`src/rtl/rnbip_stack_pkg.sv`:
```
// rnbip_stack_pkg: shared states, stack direction codes and frame size (STK_FLAGS_SAVE_EN adds the flags byte).
package rnbip_stack_pkg;
  localparam logic PUSH = 1'b0;
  localparam logic POP  = 1'b1;
  localparam logic [3:0] IDLE    = 4'd0;
  localparam logic [3:0] PUSH_LO = 4'd1;
  localparam logic [3:0] PUSH_HI = 4'd2;
  localparam logic [3:0] PUSH_FL = 4'd3;
  localparam logic [3:0] POP_FL  = 4'd4;
  localparam logic [3:0] POP_HI  = 4'd5;
  localparam logic [3:0] POP_LO  = 4'd6;
  localparam logic [3:0] CAP     = 4'd7;
  localparam logic [3:0] FIN     = 4'd8;
`ifdef STK_FLAGS_SAVE_EN
  localparam int unsigned FRAME = 3;
  localparam logic FLAGS_EN = 1'b1;
`else
  localparam int unsigned FRAME = 2;
  localparam logic FLAGS_EN = 1'b0;
`endif
endpackage

```
`src/rtl/stack_depth_ctr.sv`:
```
// stack_depth_ctr: byte count of the stack with room/availability checks for one frame.
module stack_depth_ctr
  import rnbip_stack_pkg::*;
#(
  parameter int unsigned DEPTH = 256
) (
  input  logic       clk,
  input  logic       rst_n,
  input  logic       inc,
  input  logic       dec,
  output logic [8:0] depth,
  output logic       fits,
  output logic       avail
);
  assign fits  = ({1'b0, depth} + 10'(FRAME)) <= 10'(DEPTH);
  assign avail = depth >= 9'(FRAME);
  always_ff @(posedge clk or negedge rst_n)
    if (!rst_n) depth <= '0;
    else depth <= inc ? depth + 9'd1 : dec ? depth - 9'd1 : depth;
endmodule

```
`src/rtl/stack_call_seq.sv`:
```
// stack_call_seq: CALL/RET byte sequencer for the RNBIP-2 hardware stack; STK_FLAGS_SAVE_EN also saves flags.
module stack_call_seq
  import rnbip_stack_pkg::*;
#(
  parameter int unsigned DEPTH = 256
) (
  input  logic        clk,
  input  logic        rst_n,
  input  logic        call_req,
  input  logic        ret_req,
  input  logic [15:0] pc_in,
  input  logic [7:0]  flags_in,
  input  logic [7:0]  stk_rdata,
  output logic        stk_en,
  output logic        stk_rw,
  output logic [7:0]  stk_wdata,
  output logic [15:0] pc_out,
  output logic [7:0]  flags_out,
  output logic        busy,
  output logic        done,
  output logic        err_ovf,
  output logic        err_unf,
  output logic [8:0]  depth
);
  logic [3:0] state, nxt;
  logic [15:0] pc_q;
  logic [7:0] hi_q;
  logic push, pop, fits, avail, idle;
  assign idle = state == IDLE;
  assign push = state == PUSH_LO || state == PUSH_HI || state == PUSH_FL;
  assign pop  = state == POP_FL || state == POP_HI || state == POP_LO;
  assign stk_en = push || pop;
  assign stk_rw = pop ? POP : PUSH;
  assign busy = !idle;
  assign done = state == FIN;
  stack_depth_ctr #(.DEPTH(DEPTH)) u_depth (
    .clk(clk), .rst_n(rst_n), .inc(push), .dec(pop),
    .depth(depth), .fits(fits), .avail(avail)
  );
  always_comb
    nxt = idle ? (call_req ? (fits ? PUSH_LO : IDLE) :
                  (ret_req && avail) ? (FLAGS_EN ? POP_FL : POP_HI) : IDLE) :
          state == PUSH_LO ? PUSH_HI :
          state == PUSH_HI ? (FLAGS_EN ? PUSH_FL : FIN) :
          state == PUSH_FL ? FIN :
          state == POP_FL  ? POP_HI :
          state == POP_HI  ? POP_LO :
          state == POP_LO  ? CAP :
          state == CAP     ? FIN : IDLE;
`ifdef STK_FLAGS_SAVE_EN
  logic [7:0] fl_q, fl_s;
  assign stk_wdata = state == PUSH_LO ? pc_q[7:0] : state == PUSH_HI ? pc_q[15:8] :
                     state == PUSH_FL ? fl_q : 8'h00;
  always_ff @(posedge clk or negedge rst_n)
    if (!rst_n) begin
      fl_q      <= '0;
      fl_s      <= '0;
      flags_out <= '0;
    end else begin
      if (idle && call_req) fl_q <= flags_in;
      if (state == POP_HI) fl_s <= stk_rdata;
      if (state == CAP) flags_out <= fl_s;
    end
`else
  logic unused_flags;
  assign unused_flags = ^flags_in;
  assign flags_out = 8'h00;
  assign stk_wdata = state == PUSH_LO ? pc_q[7:0] : state == PUSH_HI ? pc_q[15:8] : 8'h00;
`endif
  // Popped bytes land one cycle after their strobe, so each capture trails its pop state.
  always_ff @(posedge clk or negedge rst_n)
    if (!rst_n) begin
      state   <= IDLE;
      pc_q    <= '0;
      hi_q    <= '0;
      pc_out  <= '0;
      err_ovf <= 1'b0;
      err_unf <= 1'b0;
    end else begin
      state   <= nxt;
      err_ovf <= idle && call_req && !fits;
      err_unf <= idle && !call_req && ret_req && !avail;
      if (idle && call_req) pc_q <= pc_in;
      if (state == POP_LO) hi_q <= stk_rdata;
      if (state == CAP) pc_out <= {hi_q, stk_rdata};
    end
endmodule

```
`config.mk`:
```
export PLATFORM = sky130hd
export DESIGN_NAME = stack_call_seq
export DESIGN_NICKNAME = d
export VERILOG_FILES = /design/src/rtl/rnbip_stack_pkg.sv /design/src/rtl/stack_depth_ctr.sv /design/src/rtl/stack_call_seq.sv
export SDC_FILE = /design/constraint.sdc
export NUM_CORES = 1
export LEC_CHECK = 0
export CORE_MARGIN = 3
export CORE_UTILIZATION = 45
export CTS_CLUSTER_SIZE = 16
export DETAILED_ROUTE_END_ITERATION = 10
export HOLD_SLACK_MARGIN = 0.06
export PLACE_DENSITY = 0.8
export SLEW_MARGIN = 0
export SYNTH_ARGS = -nofsm -noshare
export SYNTH_HDL_FRONTEND = slang
export SYNTH_SLANG_ARGS = --single-unit
```
`constraint.sdc`:
```
create_clock -name clk -period 2.2 [get_ports clk]
set_input_delay 0.44 -clock clk [delete_from_list [all_inputs] [get_ports clk]]
set_output_delay 0.44 -clock clk [all_outputs]
set_load 0.02 [all_outputs]
```
==> impl_metrics.toml <==
[outcome]
status = "complete, no violations"

[route]
vias_per_cell = 5.07
vias = 1745
first_pass_iters = 4
routedWlPerCell_um = 14.3
wirelength_um = 4910
drtAntennaViolNets = 0
drc = 0
drtIter0Drc = 107

[power]
pwr-share-seq_pct = 37.0
net-switching-power_uw = 1910
p_int_uw = 3150
switching_share_pct = 37.7
clkPwrFrac_pct = 11.0
comb_power_share_pct = 52.0
p_per_area_mw_per_mm2 = 1500
p_leak_uw = 0.00144
irDropWorstVdd_mv = 0.700

[timing]
fin_crit_sh_pct = 96.1
period_minus_slack_ns = 2.11
finalHoldViolCount = 0
skew_ns = 0.00788
setup_violations = 0
fmax_ghz = 0.473
relSlewSlack_pct = 59.9
maxSlewViolCount = 0
rsz0062_at_grt = "no"
setup_tns_ns = 0
tightest_slew_ns = 0.602

[die]
start_util_pct = 47.3
rows = 26
die_w_um = 79.7
core_area_mm2 = 0.00517
io_pins = 83
dieArea_mm2 = 0.00635
die_y_um = 79.7

[yosys]
syn_inst = 192
synth.ff_latch_count = 55
syn_avg_cell_area_um2 = 12.7
ys_top_cells_by_area = "dfrtp_1, mux2_2, a22oi_1"
synthFlopType = "dfrtp_1"
synth_edf_count = 0
ys_seq_area_share_pct = 56.3
synth_top_area_cell = "dfrtp_1"
synth-async-reset-ratio_pct = 100
yosys_warnings = 0
synthDistinctLibCells = 38
syn_area_mm2 = 0.00244
yosysTopAreaCellShare_pct = 56.3

[clock_tree]
cts_buffer_depth = 2
cts-buffers-inserted = 5
cts_tree = "yes"
cts_hold_buf = 0
cts_sinks = 55
clk_latency_ns = 0.31
htreeDepth = 2
clk_pin_slew_ns = 0.10
cts_root_buffer = "clkbuf_8"

[critical_path]
critPathArrivalTime_ns = 1.67
path_cells = "or4_1 -> dlygate4sd2_1"
crit_slowest_cell = "or4_1"
cp.required_ns = 1.76
crit_fanout = 8
critical_path_class = "reg -> out"
crit_path_end_kind = "primary output"
max_stage_delay_ns = 0.56
cp-start-kind = "flop"

[placement]
port_buffers = 66
dp_hpwl_um = 3580
place_inst = 333
place_congestion = 0.809

[global_route]
grt_usage_pct = 17.6
grt_overflow_total = 0
antenna_found_initial = 0
grt_pass1_vias = 1774
grt_pass1_wl_um = 8770
grt_max_degree = 32

[worst_hold_path]
hp-class = "in -> async"

[cells_and_area]
layout_common_cells = "clkdlybuf4s50_1, dfrtp_1, mux2_2"
multi_input_area_mm2 = 0.00102
num-nets-final = 310
n_fill_cell = 417
seqCellArea_mm2 = 0.00138
drive_gt1_share_pct = 29.9
area_growth_pct = 37.7
instances_no_fill = 344
layout_commonest_cell = "clkdlybuf4s50_1"
n_antenna_cell = 0

[job]
max_cap_violations = 0
layer usage:
| layer | vias up | part of all wire [%] | GRT usage (%) |
|---|---|---|---|
| li1 | 824 | - | - |
| met1 | 863 | 42 | 23.0 |
| met2 | 54 | 51 | 28.9 |
| met3 | 4 | 5.9 | 4.18 |
| met4 | 0 | 1.2 | 5.67 |
| met5 | - | 0 | 0 |
through the flow:
stage	utilization (%)	setup slack, ns	instance area (um^2)	hold slack, ns	total power [uW]
after CTS	64.0	0.00753	3310	0.142	4980
after global placement	62.5	0.0869	3230	0.471	4420
final	65.1	0.0854	3370	0.132	5060
after global routing	65.1	0.00226	3370	0.154	5450
after detailed placement	62.5	0.0566	3230	0.479	4490
after floorplan	-	0.184	2470	0.144	3350
power by group through the flow:
stage,registers [uW],clock network [uW],logic (uW)
after detailed placement,1890,0,2600
after global routing,1960,625,2860
after floorplan,2100,0,1250
after CTS,1870,574,2540
after global placement,1870,0,2560
final,1870,555,2630
critical path: cells and delay by family, from the launching register on:
kind,cells,cell delay [ns]
buffers and inverters,1,0.34
flip-flops,1,0.46
AND/OR/NAND/NOR,1,0.56
path summary, 6_finish.rpt:
kind / from / endpoint / slack [ns] / depth (start not counted)
setup / recovery: state[0] / busy / 0.09 / 2
hold / removal: rst_n / hi_q[0] / 0.13 / 1
setup reg to reg: state[3] / u_depth.depth[4] / 0.21 / 8
hold reg to reg: hi_q[6] / hi_q[6] / 0.51 / 1
max in group asynchronous: rst_n / state[1] / 1.48 / 2
min in group clk: hi_q[6] / hi_q[6] / 0.51 / 1
repair_timing:
action	CTS	global route
hold endpoints to repair	0	0
pin swaps	0	4
setup endpoints to repair	12	14
resized for setup	13	17
buffers inserted	0	3
flip-flops by register name, indices dropped and copies added (netlist names):
name	cells
pc_out	16
pc_q	16
u_depth.depth	9
hi_q	8
state	4
err_ovf	1
err_unf	1
area by class of cell:
class                   instances  area share (%)
clock inverters                 2           0.520
well taps                      70            2.60
inverters                       4           0.446
flip-flops and latches         55            41.0
multi-input cells             125            30.2
clock buffers                   6            2.16
repair buffers                 82            23.1
logic make-up after synthesis:
| family | Yosys count | share of synthesized area (%) |
|---|---|---|
| muxes | 41 | 18.9 |
| other | 1 | 0.153 |
| adders and majority gates | 1 | 0.512 |
| xor gates and xnor gates | 9 | 3.22 |
| DFF | 55 | 56.3 |
| buffers and inverters | 19 | 4.30 |
| and+or+nand+nor | 46 | 10.3 |
| AOI/OAI and AO/OA | 20 | 6.35 |
synthesized netlist by cell type (4+ instances only):
cell type,count
dfrtp_1,55
buf_4,8
nand2_1,6
nor2_1,15
nand3_1,4
clkbuf_1,4
a22oi_1,8
xnor2_1,4
inv_1,4
mux2_2,41
xor2_1,5
Note: power is estimated with default switching activity, not from simulation.
